$ cat src/rtl/ltc2175_frame_align.sv
// LTC2175 frame-lane word alignment controller.
// Issues ISERDES2 bitslip pulses until the FR word matches, then tracks lock.
module ltc2175_frame_align #(
    parameter int unsigned FRAME_W       = 8,
    parameter logic [7:0]  FRAME_PATTERN = 8'hF0,
    parameter int unsigned SETTLE_CYC    = 4,
    parameter int unsigned MATCH_CNT     = 16,
    parameter int unsigned LOSS_CNT      = 4,
    parameter bit          AUTO_START    = 1'b1
) (
    input  logic               clk,
    input  logic               rst,
    input  logic               start,
    input  logic [FRAME_W-1:0] frame_word,
    output logic               bitslip,
    output logic               busy,
    output logic               locked,
    output logic               fail,
    output logic [3:0]         slip_count,
    output logic [7:0]         relock_count
);

    typedef enum logic [2:0] {
        S_IDLE,
        S_SETTLE,
        S_CHECK,
        S_SLIP,
        S_LOCKED,
        S_FAIL
    } state_t;

    localparam logic [FRAME_W-1:0] PAT        = FRAME_PATTERN[FRAME_W-1:0];
    localparam logic [3:0]         SLIP_MAX   = 4'(FRAME_W - 1);
    localparam logic [3:0]         WAIT_LAST  = 4'(SETTLE_CYC - 1);
    localparam logic [7:0]         MATCH_LAST = 8'(MATCH_CNT - 1);
    localparam logic [7:0]         LOSS_LAST  = 8'(LOSS_CNT - 1);

    state_t     state;
    state_t     state_n;
    logic [3:0] wait_cnt;
    logic [3:0] wait_n;
    logic [7:0] match_cnt;
    logic [7:0] match_n;
    logic [7:0] miss_cnt;
    logic [7:0] miss_n;
    logic [3:0] slip_n;
    logic [7:0] relock_n;
    logic       auto_pend;
    logic       restart;
    logic       hit;

    assign hit = (frame_word == PAT);

    // Next-state and counter updates; start overrides every other transition.
    always_comb begin
        state_n  = state;
        wait_n   = wait_cnt;
        match_n  = match_cnt;
        miss_n   = miss_cnt;
        slip_n   = slip_count;
        relock_n = relock_count;
        restart  = 1'b0;
        if (start) begin
            restart = 1'b1;
        end else begin
            unique case (state)
                S_IDLE: begin
                    if (AUTO_START && auto_pend) begin
                        restart = 1'b1;
                    end
                end
                S_SETTLE: begin
                    if (wait_cnt == WAIT_LAST) begin
                        state_n = S_CHECK;
                    end else begin
                        wait_n = wait_cnt + 4'd1;
                    end
                end
                S_CHECK: begin
                    if (hit) begin
                        match_n = match_cnt + 8'd1;
                        if (match_cnt == MATCH_LAST) begin
                            state_n = S_LOCKED;
                        end
                    end else if (slip_count == SLIP_MAX) begin
                        state_n = S_FAIL;
                    end else begin
                        match_n = 8'd0;
                        state_n = S_SLIP;
                    end
                end
                S_SLIP: begin
                    slip_n  = slip_count + 4'd1;
                    wait_n  = 4'd0;
                    state_n = S_SETTLE;
                end
                S_LOCKED: begin
                    if (hit) begin
                        miss_n = 8'd0;
                    end else if (miss_cnt == LOSS_LAST) begin
                        restart = 1'b1;
                        if (relock_count != 8'hFF) begin
                            relock_n = relock_count + 8'd1;
                        end
                    end else begin
                        miss_n = miss_cnt + 8'd1;
                    end
                end
                S_FAIL: begin
                    state_n = S_FAIL;
                end
                default: begin
                    state_n = S_IDLE;
                end
            endcase
        end
        if (restart) begin
            state_n = S_SETTLE;
            wait_n  = 4'd0;
            match_n = 8'd0;
            miss_n  = 8'd0;
            slip_n  = 4'd0;
        end
    end

    // State, counters and registered outputs derived from the next state.
    always_ff @(posedge clk) begin
        if (rst) begin
            state        <= S_IDLE;
            wait_cnt     <= 4'd0;
            match_cnt    <= 8'd0;
            miss_cnt     <= 8'd0;
            slip_count   <= 4'd0;
            relock_count <= 8'd0;
            auto_pend    <= 1'b1;
            bitslip      <= 1'b0;
            busy         <= 1'b0;
            locked       <= 1'b0;
            fail         <= 1'b0;
        end else begin
            state        <= state_n;
            wait_cnt     <= wait_n;
            match_cnt    <= match_n;
            miss_cnt     <= miss_n;
            slip_count   <= slip_n;
            relock_count <= relock_n;
            auto_pend    <= 1'b0;
            bitslip      <= (state_n == S_SLIP);
            busy         <= (state_n == S_SETTLE) || (state_n == S_CHECK) ||
                            (state_n == S_SLIP);
            locked       <= (state_n == S_LOCKED);
            fail         <= (state_n == S_FAIL);
        end
    end

endmodule

$ cat config.mk
export PLATFORM = sky130hd
export DESIGN_NAME = ltc2175_frame_align
export DESIGN_NICKNAME = d
export VERILOG_FILES = /design/src/rtl/ltc2175_frame_align.sv
export SDC_FILE = /design/constraint.sdc
export NUM_CORES = 1
export LEC_CHECK = 0
export BUFFER_PORTS_ARGS = -buffer_cell sky130_fd_sc_hd__buf_2
export CORE_MARGIN = 2
export CORE_UTILIZATION = 61
export CTS_CLUSTER_SIZE = 12
export DETAILED_ROUTE_END_ITERATION = 7
export MAX_ROUTING_LAYER = met4
export PLACE_DENSITY = 0.84
export SKIP_CTS_REPAIR_TIMING = 1
export SLEW_MARGIN = 20
export SYNTH_ARGS = -nofsm -noshare
export SYNTH_HDL_FRONTEND = slang
export SYNTH_SLANG_ARGS = --single-unit
$ cat constraint.sdc
create_clock -name clk -period 5.7 [get_ports clk]
set_input_delay 0.285 -clock clk [delete_from_list [all_inputs] [get_ports clk]]
set_output_delay 0.285 -clock clk [all_outputs]
set_load 0.02 [all_outputs]
Word level (Yosys, flattened, before mapping)
Cells that the tools add are included.
{"block": "totals", "latch_bits": 0, "reg_bits": 40, "in_bits": 11, "memories": 0, "mem_bits_ro": 0, "wordCells": 67, "ram_bits": 0, "out_inout_bits": 16}
{"block": "op_classes", "eq_ne": 19, "n_mul": 0, "div": 0, "n_addsub": 5, "n_lt_le_gt_ge": 0, "bitwise_logic": 2, "muxes": 19, "n_shift": 0, "reduce_logical": 11}
{"cell": "$mux 8", "count": 4}
{"cell": "$add 8x1->8 const B", "count": 3}
{"cell": "$mux 3", "count": 6}
{"cell": "$pmux 3 s5", "count": 1}
{"cell": "$eq 3x2->1 const B", "count": 4}
{"cell": "$eq 3x3->1 const B", "count": 4}
{"cell": "$reduce_and 3->1", "count": 3}
{"cell": "$add 4x1->4 const B", "count": 2}
{"cell": "$eq 8x2->1 const B", "count": 1}
{"cell": "$eq 8x4->1 const B", "count": 1}
{"cell": "$eq 8x8->1 const B", "count": 1}
{"cell": "$ne 8x8->1 const B", "count": 1}
{"cell": "$pmux 4 s2", "count": 1}
{"cell": "$eq 3x1->1 const B", "count": 2}
{"cell": "$ne 2x2->1 const B", "count": 3}
{"cell": "$mux 1", "count": 5}
{"cell": "$reduce_and 5->1", "count": 1}
{"cell": "$eq 4x2->1 const B", "count": 1}
{"cell": "$eq 4x3->1 const B", "count": 1}
{"cell": "$mux 4", "count": 1}
{"cell": "$reduce_or 2->1", "count": 2}
{"cell": "$logic_not 3->1", "count": 1}
{"cell": "$logic_or 1x1->1", "count": 2}
{"cell": "$not 1->1", "count": 2}
{"cell": "other kinds (3)", "count": 3}

Logic depth before layout (Yosys ltp)
{"block": "depth", "depth_word": 9, "ltp_mapped": 7, "depth_no_buf": 6}

Worst setup path before layout
OpenSTA, ideal clock, no wires.
{"block": "synth_timing", "path_type": "flip-flop to flip-flop", "start": "reg miss_cnt[0]", "end": "reg match_cnt[0]", "stages_incl_launch_ff": 7, "path_slack_ns": 3.786, "n_path_buf": 1, "setup_ns": 0.117, "synth_period_minus_slack_ns": 1.914, "required_time_ns": 5.583, "arrival_time_ns": 1.797, "cell_sequence": "dfxtp_1 -> ha_1 -> nor4b_2 -> o211ai_2 -> o211ai_2 -> buf_2 -> nor2_1"}
{"block": "synth_between", "elab_chain_cells": 6}
{"item": "start: declaration", "line_no": "44", "text": "logic [7:0] miss_cnt;"}
{"item": "start signal: assignment", "line_no": "144", "text": "miss_cnt <= miss_n;"}
{"item": "$eq 8x2->1", "line_no": "100", "text": "end else if (miss_cnt == LOSS_LAST) begin"}
{"item": "$mux 1", "line_no": "100"}
{"item": "$mux 1", "line_no": "98", "text": "if (hit) begin"}
{"item": "$pmux 1 s2", "line_no": "66", "text": "unique case (state)"}
{"item": "$mux 1", "line_no": "63", "text": "if (start) begin"}
{"item": "$reduce_or 2->1 (no line)"}
{"item": "end signal: assignment", "line_no": "143", "text": "match_cnt <= match_n;"}
{"item": "end: declaration", "line_no": "42", "text": "logic [7:0] match_cnt;"}
Every way passes these cells.
A chain may end at the register's enable or synchronous reset.

Final worst setup path
{"block": "layout_timing", "start": "reg miss_cnt[0]", "end": "reg miss_cnt[2]"}
{"block": "layout_between", "elab_chain_cells": 6, "elab_cells_between_ends": 11, "classes_between": "1 x add/sub; 2 x eq/ne; 6 x mux; 2 x reduce/logical"}
{"item": "$eq 8x2->1", "line_no": "100"}
{"item": "$mux 1", "line_no": "100"}
{"item": "$mux 1", "line_no": "98"}
{"item": "$pmux 1 s2", "line_no": "66"}
{"item": "$mux 1", "line_no": "63"}
{"item": "$reduce_or 2->1 (no line)"}
Several ways; a longest one is shown, not always the timed one. The select of a mux whose other input is x is not followed.

==> impl_metrics.py <==
metrics = {
    "outcome": {
        "outcome": "finished clean",
    },
    "pwr": {
        "p_leak_uw": 0.000785,
        "vdd_drop_max_uv": 164,
        "seqPwrFrac": 0.582,
        "totalPowerFinal_uw": 486,
        "pwr-share-clk": 0.381,
        "intPower_uw": 379,
        "swShare": 0.220,
        "combPwrFrac": 0.037,
        "powerDensity_mw_per_mm2": 221,
        "p_switching_uw": 107,
    },
    "clock_tree": {
        "clkLatencyLatePin_ps": 350,
        "cts_sinks": 40,
        "htreeDepth": 2,
        "cts_tree": "built",
        "clock-root-buffer": "clkbuf_4",
        "cts_inserted_buffers": 5,
        "path_clk_slew_ps": 130,
        "clk_path_buf_depth": 2,
    },
    "final_layout": {
        "stdcell_count": 294,
        "diodes": 0,
        "final_nets": 265,
        "final_layout_size_suffix_gt1_frac": 0.192,
        "final_util": 0.715,
        "syn_to_final_growth_pct": 10.1,
    },
    "die": {
        "die_area_mm2": 0.00375,
        "die_w_um": 61.2,
        "core_mm2": 0.00308,
        "initial_core_util": 0.649,
        "die_h_um": 61.2,
        "pin_count": 27,
        "row_count": 20,
    },
    "timing": {
        "tns_ps": 0,
        "finClkSkew_ps": 16.6,
        "maxSlewViolCount": 0,
        "timing.final.crit_share": 0.432,
        "final-setup-viol-count": 0,
        "final_hold_viol_count": 0,
        "tightest_slew_ps": 815,
        "relSlewSlack": 0.455,
        "finalCriticalPeriod_ps": 2460,
        "fmax_ghz": 0.407,
        "rsz0062_at_grt": "no",
    },
    "worst_setup_path": {
        "cp_slowest_cell": "o211ai_2",
        "r2r_slack_ps": 3240,
        "worst_ep_arrival_time_ps": 2700,
        "cp_slowest_stage_delay_ps": 710,
        "reg2reg_to": "miss_cnt[2]",
        "cp_max_fo": 19,
        "crit_chain": "ha_1, nor4b_2, o211ai_2, o211ai_2, a21o_1, nor2_1",
        "timing.rr.start": "miss_cnt[0]",
        "cp_common_cell": "o211ai_2",
        "cp-start-kind": "flip-flop",
        "reg2reg_depth": 6,
        "required_ps": 5940,
        "crit_type": "flip-flop to flip-flop",
        "worstSetupEndpointType": "flip-flop",
    },
    "detailed_routing": {
        "postRouteAntennaNets": 0,
        "drtPass1Iterations": 4,
        "top_layer": "met4",
        "wl_met3_um": 146,
        "drt_wl_total_um": 3680,
        "wl_met1_um": 1720,
        "wl_met2_um": 1760,
        "num_vias": 1652,
        "wl_per_cell_um": 12.5,
        "drcViolationCount": 0,
        "vias_per_cell": 5.62,
        "drtIter0Drc": 56,
    },
    "global_route": {
        "grt_pass1_wl_um": 6240,
        "grt_pass1_vias": 1444,
        "grt_max_degree": 20,
        "grt.overflow.total": 0,
        "antenna_found_initial": 0,
        "track_usage": 0.230,
    },
    "synth": {
        "async_flop_share": 0,
        "synth_warnings": 0,
        "netlist_area_mm2": 0.00200,
        "yosys.cell_types.count": 51,
        "ys_seq_area_frac": 0.401,
        "synth.net_count": 240,
        "synth_edf_count": 0,
        "syn_area_per_cell_um2": 8.92,
        "syn_inst": 224,
        "synth_flop_cell": "dfxtp_1",
        "ys_seq_elements": 40,
    },
    "placed_design": {
        "numPlacedInstances": 286,
        "io_buffers": 26,
        "gp_congestion": 0.901,
        "dp_hpwl_um": 2760,
    },
    "hold_path": {
        "hold_path_depth": 1,
        "hp-class": "input pin to flip-flop",
        "min_from": "rst",
        "hold_path_end": "auto_pend",
    },
    "job": {
        "drv_cap": 0,
    },
}
[power by group through the flow]
stage | logic (µW) | registers, µW | clock network [µW]
after global placement | 17.8 | 289 | 0
after CTS | 18.3 | 283 | 189
after floorplan | 13.0 | 289 | 0
after detailed placement | 18.1 | 289 | 0
after global routing | 20.0 | 283 | 200
final | 18.0 | 283 | 185
[layout by cell type (no fill, tap or decap), drive strengths merged, types with 2 or more instances in the layout]
cell	instances
a31oi	2
inv	5
nand2	17
nor2	32
o211ai	4
and3	3
or4	5
o21ai	9
a22oi	2
ha	5
a21o	2
a21oi	12
nor3b	2
o21a	3
mux2i	2
xnor2	8
dfxtp	40
nand4	8
xor2	10
or3	2
buf	26
nor4	3
nor4b	3
a2bb2oi	2
nor3	14
nand3	9
clkbuf	5
[cell families (layout without fill, tap and decap cells)]
group,Yosys count,after routing,synth area share
AOI/OAI and AO/OA,41,41,0.150
xor gates and xnor gates,18,18,0.0789
adders and majority gates,5,5,0.0313
buffers and inverters,13,39,0.0407
DFF,40,40,0.401
muxes,3,3,0.0157
and+or+nand+nor,104,104,0.282
[how the worst max path moves through the flow]
stage                     depth (start not counted)  slack, ps   startpoint            to
final                                             6       3240  miss_cnt[0]   miss_cnt[2]
after global routing                              6       3050  miss_cnt[0]   miss_cnt[2]
after CTS                                         6       3230  miss_cnt[0]   miss_cnt[2]
after detailed placement                          6       3260  miss_cnt[0]   miss_cnt[2]
after global placement                            6       3380  miss_cnt[0]   miss_cnt[2]
after floorplan                                   6       3790  miss_cnt[0]  match_cnt[0]
[through the flow]
step	setup WS, ps	cell area, µm²	hold WS, ps
final	3240	2200	173
after global routing	3050	2200	177
after CTS	3230	2200	176
after detailed placement	3260	2120	490
after global placement	3380	2120	492
after floorplan	3790	2000	313
[cell type report]
class | instances | area, µm²
flip-flops and latches | 40 | 801
clock buffers | 5 | 37.5
repair buffers | 26 | 130
multi-input cells | 171 | 1120
fillers | 252 | 877
inverters | 5 | 18.8
clock inverters | 3 | 42.5
well taps | 44 | 55.1
[sequential cells by signal, summed over array words and instances (netlist names)]
signal / flops
fail: 1
auto_pend: 1
slip_count: 4
busy: 1
relock_count: 8
bitslip: 1
locked: 1
match_cnt: 8
wait_cnt: 4
state: 3
miss_cnt: 8
[metal layers]
| metal | vias to the layer above | global-route usage |
|---|---|---|
| met3 | 6 | 0.0567 |
| met5 | - | - |
| met1 | 757 | 0.289 |
| met2 | 27 | 0.357 |
| li1 | 862 | - |
| met4 | 0 | 0.0839 |
[critical path: cells and delay by family, from the launching register on]
family,cells,cell delay [ps]
simple gates,2,460
compound gates,3,1220
flops,1,440
fa+ha+maj,1,240
[synthesized netlist by cell type, types with 3 or more instances]
cell	count	area (µm²)
dfxtp_1	40	801
inv_1	5	18.8
buf_6	4	45.0
o21ai_0	7	35.0
o21a_1	3	22.5
a21oi_1	11	55.1
nand2_1	17	63.8
xor2_1	10	87.6
nor3_1	13	65.1
nand3_1	8	40.0
or4_1	3	22.5
ha_1	5	62.6
and3_1	3	18.8
nor4_1	3	18.8
o211ai_2	3	37.5
nor2_1	32	120
nand4_1	8	50.1
xnor2_1	8	70.1
Note: power is estimated with default switching activity, not from simulation.
